File: config.mk
export PLATFORM = sky130hd
export DESIGN_NAME = mem_access_stage
export DESIGN_NICKNAME = d
export VERILOG_FILES = /design/src/rtl/corePckg.sv /design/src/rtl/load_data_align.sv /design/src/rtl/mem_access_stage.sv
export SDC_FILE = /design/constraint.sdc
export NUM_CORES = 1
export LEC_CHECK = 0
export BUFFER_PORTS_ARGS = -buffer_cell sky130_fd_sc_hd__buf_2
export CORE_MARGIN = 5
export CORE_UTILIZATION = 43
export CTS_BUF_LIST = sky130_fd_sc_hd__clkbuf_16
export CTS_CLUSTER_DIAMETER = 50
export CTS_CLUSTER_SIZE = 40
export DETAILED_ROUTE_END_ITERATION = 10
export PLACE_DENSITY = 0.85
export SLEW_MARGIN = 20
export SYNTH_ARGS = -nofsm -noshare
export SYNTH_HDL_FRONTEND = slang
export SYNTH_SLANG_ARGS = --single-unit
File: constraint.sdc
create_clock -name iClk -period 1.9 [get_ports iClk]
set_input_delay 0.095 -clock iClk [delete_from_list [all_inputs] [get_ports iClk]]
set_output_delay 0.095 -clock iClk [all_outputs]
set_load 0.01 [all_outputs]
File: src/rtl/corePckg.sv
// Shared types, funct3 encodings and lane helpers for the load/store stage.
package corePckg;

    localparam int cXLEN  = 32;
    localparam int cRegAW = 5;

    localparam logic [2:0] eLB  = 3'b000;
    localparam logic [2:0] eLH  = 3'b001;
    localparam logic [2:0] eLW  = 3'b010;
    localparam logic [2:0] eLBU = 3'b100;
    localparam logic [2:0] eLHU = 3'b101;
    localparam logic [2:0] eSB  = 3'b000;
    localparam logic [2:0] eSH  = 3'b001;
    localparam logic [2:0] eSW  = 3'b010;

    typedef enum logic [1:0] {
        eLsuIdle,
        eLsuReq,
        eLsuResp
    } tLsuState;

    typedef struct packed {
        logic              read;
        logic              write;
        logic [2:0]        opType;
        logic [cXLEN-1:0]  addr;
        logic [cXLEN-1:0]  data;
        logic [cRegAW-1:0] rdAddr;
    } tMemOp;

    function automatic logic fLoadLegal(input logic [2:0] f3);
        return f3 inside {eLB, eLH, eLW, eLBU, eLHU};
    endfunction

    function automatic logic fStoreLegal(input logic [2:0] f3);
        return f3 inside {eSB, eSH, eSW};
    endfunction

    function automatic logic fMisaligned(input logic [2:0] f3, input logic [1:0] lo);
        return ((f3[1:0] == 2'b01) && lo[0]) || ((f3[1:0] == 2'b10) && (lo != 2'b00));
    endfunction

    // Force the offending low address bits to zero for halfword/word accesses.
    function automatic logic [1:0] fAlignLo(input logic [2:0] f3, input logic [1:0] lo);
        case (f3[1:0])
            2'b01:   return {lo[1], 1'b0};
            2'b10:   return 2'b00;
            default: return lo;
        endcase
    endfunction

    function automatic logic [3:0] fByteEn(input logic [2:0] f3, input logic [1:0] lo);
        case (f3[1:0])
            2'b00:   return 4'b0001 << lo;
            2'b01:   return 4'b0011 << lo;
            default: return 4'b1111;
        endcase
    endfunction

    function automatic logic [cXLEN-1:0] fStoreData(input logic [2:0] f3, input logic [cXLEN-1:0] d);
        case (f3[1:0])
            2'b00:   return {4{d[7:0]}};
            2'b01:   return {2{d[15:0]}};
            default: return d;
        endcase
    endfunction

endpackage

File: src/rtl/load_data_align.sv
// Combinational load lane select: shifts the addressed byte/halfword down and
// sign- or zero-extends it according to funct3.
module load_data_align
    import corePckg::*;
(
    input  logic [2:0]       iFunct3,
    input  logic [1:0]       iAddrLo,
    input  logic [cXLEN-1:0] iRdata,
    output logic [cXLEN-1:0] oData
);

    logic [cXLEN-1:0] shifted;

    always_comb begin
        shifted = iRdata >> {iAddrLo, 3'b000};
        case (iFunct3)
            eLB:     oData = {{24{shifted[7]}}, shifted[7:0]};
            eLH:     oData = {{16{shifted[15]}}, shifted[15:0]};
            eLBU:    oData = {24'h0, shifted[7:0]};
            eLHU:    oData = {16'h0, shifted[15:0]};
            default: oData = shifted;
        endcase
    end

endmodule

File: src/rtl/mem_access_stage.sv
// Load/store stage: req/gnt/rvalid data-memory master plus register writeback.
// Build option MISALIGN_TRAP_EN: misaligned halfword/word accesses trap instead of aligning down.
module mem_access_stage
    import corePckg::*;
(
    input  logic              iClk,
    input  logic              iRst,
    input  logic              iMemRead,
    input  logic              iMemWrite,
    input  logic [2:0]        iMemFunct3,
    input  logic [cXLEN-1:0]  iMemAddr,
    input  logic [cXLEN-1:0]  iMemWdata,
    input  logic [cRegAW-1:0] iMemRdAddr,
    input  logic              iRegDv,
    input  logic [cRegAW-1:0] iRegAddr,
    input  logic [cXLEN-1:0]  iRegData,
    output logic              oStall,
    output logic              oDmemReq,
    output logic              oDmemWe,
    output logic [cXLEN-1:0]  oDmemAddr,
    output logic [3:0]        oDmemBe,
    output logic [cXLEN-1:0]  oDmemWdata,
    input  logic              iDmemGnt,
    input  logic              iDmemRvalid,
    input  logic [cXLEN-1:0]  iDmemRdata,
    output logic              oWbDv,
    output logic [cRegAW-1:0] oWbAddr,
    output logic [cXLEN-1:0]  oWbData,
    output logic              oMisalign,
    output logic [cXLEN-1:0]  oBadAddr
);

    tLsuState          state_q, state_d;
    tMemOp             op;
    logic              mem_seen, legal, take;
    logic [1:0]        lo_aligned;

    logic              req_q, req_d, we_q, we_d;
    logic [cXLEN-1:0]  addr_q, addr_d, wdata_q, wdata_d;
    logic [3:0]        be_q, be_d;
    logic [2:0]        funct3_q, funct3_d;
    logic [1:0]        addr_lo_q, addr_lo_d;
    logic [cRegAW-1:0] rd_q, rd_d;
    logic              wb_dv_q, wb_dv_d;
    logic [cRegAW-1:0] wb_addr_q, wb_addr_d;
    logic [cXLEN-1:0]  wb_data_q, wb_data_d;
    logic [cXLEN-1:0]  load_data;

    always_comb begin
        op.read   = iMemRead;
        op.write  = iMemWrite & ~iMemRead;
        op.opType = iMemFunct3;
        op.addr   = iMemAddr;
        op.data   = iMemWdata;
        op.rdAddr = iMemRdAddr;
        mem_seen   = iMemRead | iMemWrite;
        legal      = op.read ? fLoadLegal(op.opType) : fStoreLegal(op.opType);
        lo_aligned = fAlignLo(op.opType, op.addr[1:0]);
    end

`ifdef MISALIGN_TRAP_EN
    logic             misalign, trap_d, trap_q;
    logic [cXLEN-1:0] bad_addr_q;

    assign misalign = fMisaligned(op.opType, op.addr[1:0]);
    assign take     = legal & ~misalign;
    assign trap_d   = (state_q == eLsuIdle) & mem_seen & legal & misalign;

    always_ff @(posedge iClk or negedge iRst) begin
        if (!iRst) begin
            trap_q     <= 1'b0;
            bad_addr_q <= '0;
        end else begin
            trap_q     <= trap_d;
            bad_addr_q <= trap_d ? iMemAddr : '0;
        end
    end

    assign oMisalign = trap_q;
    assign oBadAddr  = bad_addr_q;
`else
    assign take      = legal;
    assign oMisalign = 1'b0;
    assign oBadAddr  = '0;
`endif

    load_data_align u_align (
        .iFunct3 (funct3_q),
        .iAddrLo (addr_lo_q),
        .iRdata  (iDmemRdata),
        .oData   (load_data)
    );

    always_comb begin
        state_d   = state_q;
        req_d     = req_q;
        we_d      = we_q;
        addr_d    = addr_q;
        be_d      = be_q;
        wdata_d   = wdata_q;
        funct3_d  = funct3_q;
        addr_lo_d = addr_lo_q;
        rd_d      = rd_q;
        wb_dv_d   = 1'b0;
        wb_addr_d = wb_addr_q;
        wb_data_d = wb_data_q;
        case (state_q)
            eLsuIdle: begin
                // A memory op, even an illegal one, always shadows a same-cycle ALU result.
                if (mem_seen) begin
                    if (take) begin
                        state_d   = eLsuReq;
                        req_d     = 1'b1;
                        we_d      = op.write;
                        addr_d    = {op.addr[cXLEN-1:2], 2'b00};
                        be_d      = fByteEn(op.opType, lo_aligned);
                        wdata_d   = op.write ? fStoreData(op.opType, op.data) : '0;
                        funct3_d  = op.opType;
                        addr_lo_d = lo_aligned;
                        rd_d      = op.rdAddr;
                    end
                end else if (iRegDv && (iRegAddr != '0)) begin
                    wb_dv_d   = 1'b1;
                    wb_addr_d = iRegAddr;
                    wb_data_d = iRegData;
                end
            end
            eLsuReq: begin
                if (iDmemGnt) begin
                    state_d = we_q ? eLsuIdle : eLsuResp;
                    req_d   = 1'b0;
                    we_d    = 1'b0;
                    addr_d  = '0;
                    be_d    = '0;
                    wdata_d = '0;
                end
            end
            eLsuResp: begin
                if (iDmemRvalid) begin
                    state_d = eLsuIdle;
                    if (rd_q != '0) begin
                        wb_dv_d   = 1'b1;
                        wb_addr_d = rd_q;
                        wb_data_d = load_data;
                    end
                end
            end
            default: state_d = eLsuIdle;
        endcase
    end

    always_ff @(posedge iClk or negedge iRst) begin
        if (!iRst) begin
            state_q   <= eLsuIdle;
            req_q     <= 1'b0;
            we_q      <= 1'b0;
            addr_q    <= '0;
            be_q      <= '0;
            wdata_q   <= '0;
            funct3_q  <= '0;
            addr_lo_q <= '0;
            rd_q      <= '0;
            wb_dv_q   <= 1'b0;
            wb_addr_q <= '0;
            wb_data_q <= '0;
        end else begin
            state_q   <= state_d;
            req_q     <= req_d;
            we_q      <= we_d;
            addr_q    <= addr_d;
            be_q      <= be_d;
            wdata_q   <= wdata_d;
            funct3_q  <= funct3_d;
            addr_lo_q <= addr_lo_d;
            rd_q      <= rd_d;
            wb_dv_q   <= wb_dv_d;
            wb_addr_q <= wb_addr_d;
            wb_data_q <= wb_data_d;
        end
    end

    assign oStall     = (state_q != eLsuIdle);
    assign oDmemReq   = req_q;
    assign oDmemWe    = we_q;
    assign oDmemAddr  = addr_q;
    assign oDmemBe    = be_q;
    assign oDmemWdata = wdata_q;
    assign oWbDv      = wb_dv_q;
    assign oWbAddr    = wb_addr_q;
    assign oWbData    = wb_data_q;

endmodule

Yosys cells after proc, flatten, opt, wreduce, memory -nomap -nowiden
Cells that the tools add are included.
{ "op_classes": {"n_addsub": 0, "n_mul": 0, "div": 0, "n_lt_le_gt_ge": 0, "eq_ne": 18, "shifts": 3, "mux": 45, "bitwise_logic": 3, "n_reduce_logical": 16} }
{ "op_table": {"columns": ["op", "count"], "rows": [
  ["32-bit two-way mux", 10],
  ["32-bit one-hot mux with 2 select lines", 4],
  ["32-bit one-hot mux with 4 select lines", 1],
  ["32-bit by 5-bit right shift with 32-bit output", 1],
  ["5-bit two-way mux", 4],
  ["4-bit one-hot mux with 2 select lines", 2],
  ["5-bit nonzero test", 3],
  ["2-bit != test (second input constant)", 7],
  ["3-bit == test (second input constant)", 4],
  ["4-bit two-way mux", 3],
  ["1-bit two-way mux", 10],
  ["2-bit two-way mux", 5],
  ["5-bit one-hot mux with 2 select lines", 1],
  ["4-bit AND reduction", 2],
  ["3-bit by 1-bit == test with 1-bit output (second input constant)", 2],
  ["3-bit logical NOT", 2],
  ["1-bit one-hot mux with 2 select lines", 3],
  ["2-bit one-hot mux with 3 select lines", 1],
  ["2-bit nonzero test", 3],
  ["5-bit AND reduction", 1],
  ["2-bit by 1-bit == test with 1-bit output (second input constant)", 2],
  ["2-bit == test (second input constant)", 2],
  ["2-bit logical NOT", 2],
  ["2-bit one-hot mux with 2 select lines", 1],
  ["9 further kinds", 9]
]} }
{ "word_totals": {"register_bits": 120, "latch_bits": 0, "mem_bits_rw": 0, "romBits": 0, "inputBits": 148, "out_inout_bits": 142, "wordCells": 97, "n_memories": 0} }

Longest topological paths before layout
{ "depth": {"ltp_word": 7, "ltp_mapped": 9, "ltp_nobuf": 6} }

Modules after synthesis
A second synthesis with hierarchy kept.
{ "hier_totals": {"cells_unflattened": 590, "area_unflattened_um2": 6413.7} }
{ "by_module_without_submodules": {"columns": ["module", "instances", "cells_each", "area_per_inst_um2", "seq_area_each_um2"], "rows": [
  ["mem_access_stage", 1, 483, 5719.2, 2952.8],
  ["load_data_align", 1, 107, 694.4, 0.0]
]} }

Worst setup path after synthesis
No wires, ideal clock.
{ "synth_path": {"path_type": "flip-flop to flip-flop", "startpoint": "register state_q[1]", "endpoint": "register wb_data_q[27], in the netlist oWbData[27]", "setup_time_ns": 0.134, "arrival_time_ns": 1.757, "slack_ns": 0.009, "stages_incl_launch_ff": 7, "path_buffers": 2, "period_less_slack_ns": 1.891, "path_cell_list": "dfrtp_1 > or4b_4 > a211o_1 > buf_6 > buf_6 > a22oi_2 > a211oi_2"} }
{ "synth_via": {"elab_chain_len": 3, "word_cells_on_any_way": 9, "classes_between": "5 x eq/ne; 1 x mux; 3 x reduce/logical"} }
{ "synth_lines": {"columns": ["item", "line_no", "source"], "rows": [
  ["start, declared", "mem_access_stage.sv:33", "tLsuState state_q, state_d;"],
  ["start signal, assigned", "mem_access_stage.sv:154", "state_q <= eLsuIdle;"],
  ["start signal, assigned", "mem_access_stage.sv:167", "state_q <= state_d;"],
  ["2-bit == test / 2-bit logical NOT (equally long branches)", "mem_access_stage.sv:107", "case (state_q)"],
  ["2-bit != test (no line) / 2-bit nonzero test (equally long branches)", null, null],
  ["5-bit AND reduction (no line)", null, null],
  ["end signal, assigned", "mem_access_stage.sv:178", "wb_data_q <= wb_data_d;"],
  ["end, declared", "mem_access_stage.sv:46", "logic [cXLEN-1:0] wb_data_q, wb_data_d;"]
]} }
Parallel ways exist; a longest one is shown, timed or not.
A chain may end at the register's enable or synchronous reset.

Final worst setup path
{ "layout_path": {"startpoint": "register state_q[1]", "endpoint": "register wb_data_q[18], in the netlist oWbData[18]"} }
The elaborated chain is that of the path after synthesis.

==> metrics <==
post-route cell area=between 9000 and 10000 um2; CP Max Fanout=5; Synth area leaders=dfrtp_1 (45%), nand2_1 (7.6%), nand3_1 (6.5%); Worst-path clk slew=0.06 ns; result of the run=complete, but fails checks; die height=134 um; total track usage=25.9%; power after layout=13600 uW; io pins=290; first-pass GRT wire length=36900 um; die span in x=between 100 and 150 um; highest clock rate=approximately 0.52 GHz; H-Tree Depth=4; number of synthesized flops with an enable pin=0; DR vias=7140; Clock Root Buffer=clkbuf_16; Max VDD drop=775 uV; top_reg_cell synth=dfrtp_1; Setup CP Type=reg -> reg; min Tclk post-route=around 1.9 ns; post-detail-place hpwl=~16000 um; Yosys top cell area share=approximately 45%; initial antenna violation count=2; vias in the first global route=a little over 7k; mapped cell area=~6600 um2; asr flop ratio synth=100%; routability cong.=0.977; nets=1221; core area=~15000 um2; layout cells sized above 1=~36%; clk buf depth=2; Ys Warns=0; Placed Area=8030 um2; starting density of the core=a little over two fifths; Post-synth top cells=nand2_1 (133), dfrtp_1 (118), nand3_1 (86); fin crit share=101%; final setup margin=-0.0209 ns; Routed WL per cell=19.6 um; syn_area_per_cell=about 9.0 um2; Hold Fails Final Rpt=0; worst clock skew=0.00673 ns; worst hold path class=in -> reg; cts bufs inserted=17; Detail Route Antenna Nets=0; final setup violation count=5; CTS tree=done; Via-to-Cell Ratio=5.61; total grt overflow=0; failing checks=setup timing; Post-route DRC=0; register area share after synthesis=44.8%; pwr/cell area=around 1400 nW/um2; leak pwr=0.00475 uW; Worst-Skew Late Latency=0.42 ns; cell with the most instances after synthesis=nand2_1; Req. time, crit path=2.22 ns; Starting DRT DRC Count=614; Slew Limit Fails=0; Cell variety after synth=49; type of origin of the critical path=flip-flop; Pre-Repair DR Iteration Count=7; Yosys reg bits=118; row cnt=45; die area=17900 um2; data arrival time of the worst path=2.24 ns; RSZ-0062 raised after global routing=true; largest net degree at the start of global routing=74; Post-Synthesis Cells=729; max-cap check violation count=0; IO buf count=254; crit end category=flip-flop; Clock Sinks=118; area leader, netlist=dfrtp_1; total length of routed wires=25000 um; Area Growth Syn to Fin=47.8%
## layout by cell type, fill, tap and decap left out, types with 26 or more instances in the layout
cell type / instances
conb_1: 35
o21ai_0: 28
dlygate4sd3_1: 85
dfrtp_1: 118
nand2_1: 132
nor2_1: 29
buf_4: 26
nand3_1: 86
nor3_1: 30
buf_2: 253
mux2i_1: 34
## worst max-delay path: stages (launching register included)
cell,delay (ns)
dfrtp_1,0.39
or4b_4,0.50
buf_6,0.14
a211oi_4,0.23
buf_6,0.20
clkbuf_16,0.17
nor3_1,0.05
a211oi_1,0.17
## state kept, by name (all words and copies together) (netlist names), 2 cells and up
name        cells
oDmemWdata     32
oWbData        32
oDmemAddr      30
oWbAddr         5
rd_q            5
oDmemBe         4
funct3_q        3
addr_lo_q       2
state_q         2
## cells by family (layout without fill, tap and decap cells)
family | count (synthesis) | after routing | synth area share, %
flops | 118 | 118 | 44.8
mux | 37 | 37 | 5.68
simple gates | 327 | 327 | 23.7
buf+inv | 104 | 424 | 9.23
fa+ha+maj | 3 | 3 | 0.570
compound gates | 139 | 139 | 16.0
other cells | 1 | 36 | 0.0569
## metrics by stage
| step | TNS (ns) | hold slack, ns | setup WS (ns) | std cells | util [%] |
|---|---|---|---|---|---|
| 4_1_cts | -0.127 | 0.00434 | -0.0362 | 1259 | 62.5 |
| 6_report | -0.0600 | 0.0129 | -0.0209 | 1272 | 64.5 |
| 3_3_place_gp | 0 | 0.0593 | 0.0505 | 1142 | 53.2 |
| 3_5_place_dp | -0.0532 | 0.0586 | -0.0299 | 1142 | 53.2 |
| 2_1_floorplan | 0 | -0.201 | 0.00949 | 763 | - |
| 5_1_grt | -1.52 | 0.0291 | -0.0889 | 1272 | 64.5 |
## worst paths after layout
path / slack, ns / depth (start not counted) / endpoint / startpoint
min: 0.01 / 3 / funct3_q[1]$_DFFE_PN0P_ / iMemFunct3[1]
min reg2reg: 0.49 / 2 / oDmemAddr[17]$_DFFE_PN0P_ / oDmemAddr[17]$_DFFE_PN0P_
max in group asynchronous: 1.00 / 3 / oDmemWdata[10]$_DFFE_PN0P_ / iRst
max: -0.02 / 7 / oWbData[18]$_DFFE_PN0P_ / state_q[1]$_DFFE_PN0P_
max reg2reg: -0.02 / 7 / oWbData[18]$_DFFE_PN0P_ / state_q[1]$_DFFE_PN0P_
min in group asynchronous: 0.16 / 2 / oWbData[0]$_DFFE_PN0P_ / iRst
## routing by layer
| layer | track usage (%) | part of all wire [%] | vias to the layer above |
|---|---|---|---|
| met5 | 0 | 0.052 | - |
| met4 | 10.9 | 4.4 | 2 |
| met3 | 8.12 | 11 | 87 |
| met2 | 44.2 | 49 | 448 |
| met1 | 30.1 | 36 | 3401 |
| li1 | - | - | 3202 |
## power breakdown
group / switching [uW] / leakage [uW] / total [uW] / internal (uW)
logic: 3620 / 0.00305 / 6360 / 2740
registers: 763 / 0.00146 / 4320 / 3560
clock network: 1250 / 0.000236 / 2910 / 1660
total: 5630 / 0.00475 / 13600 / 7960
## area by class of cell
class / count / area [um2]
fill: 1153 / 5350
multi-input combinational: 541 / 3280
sequential: 118 / 2950
timing repair buffer: 386 / 2710
clock buffer: 17 / 425
tap: 188 / 235
clock inverter: 15 / 109
inverter: 6 / 22.5
antenna: 1 / 2.50
## repair_timing
item	CTS	global route
pin swaps	0	4
setup buffers	0	3
hold buffers	85	0
setup endpoints to repair	13	77
endpoints found under the hold margin	129	0
resized for setup	3	21
gates cloned	0	9
No activity file was read; power rests on OpenSTA's default activity.
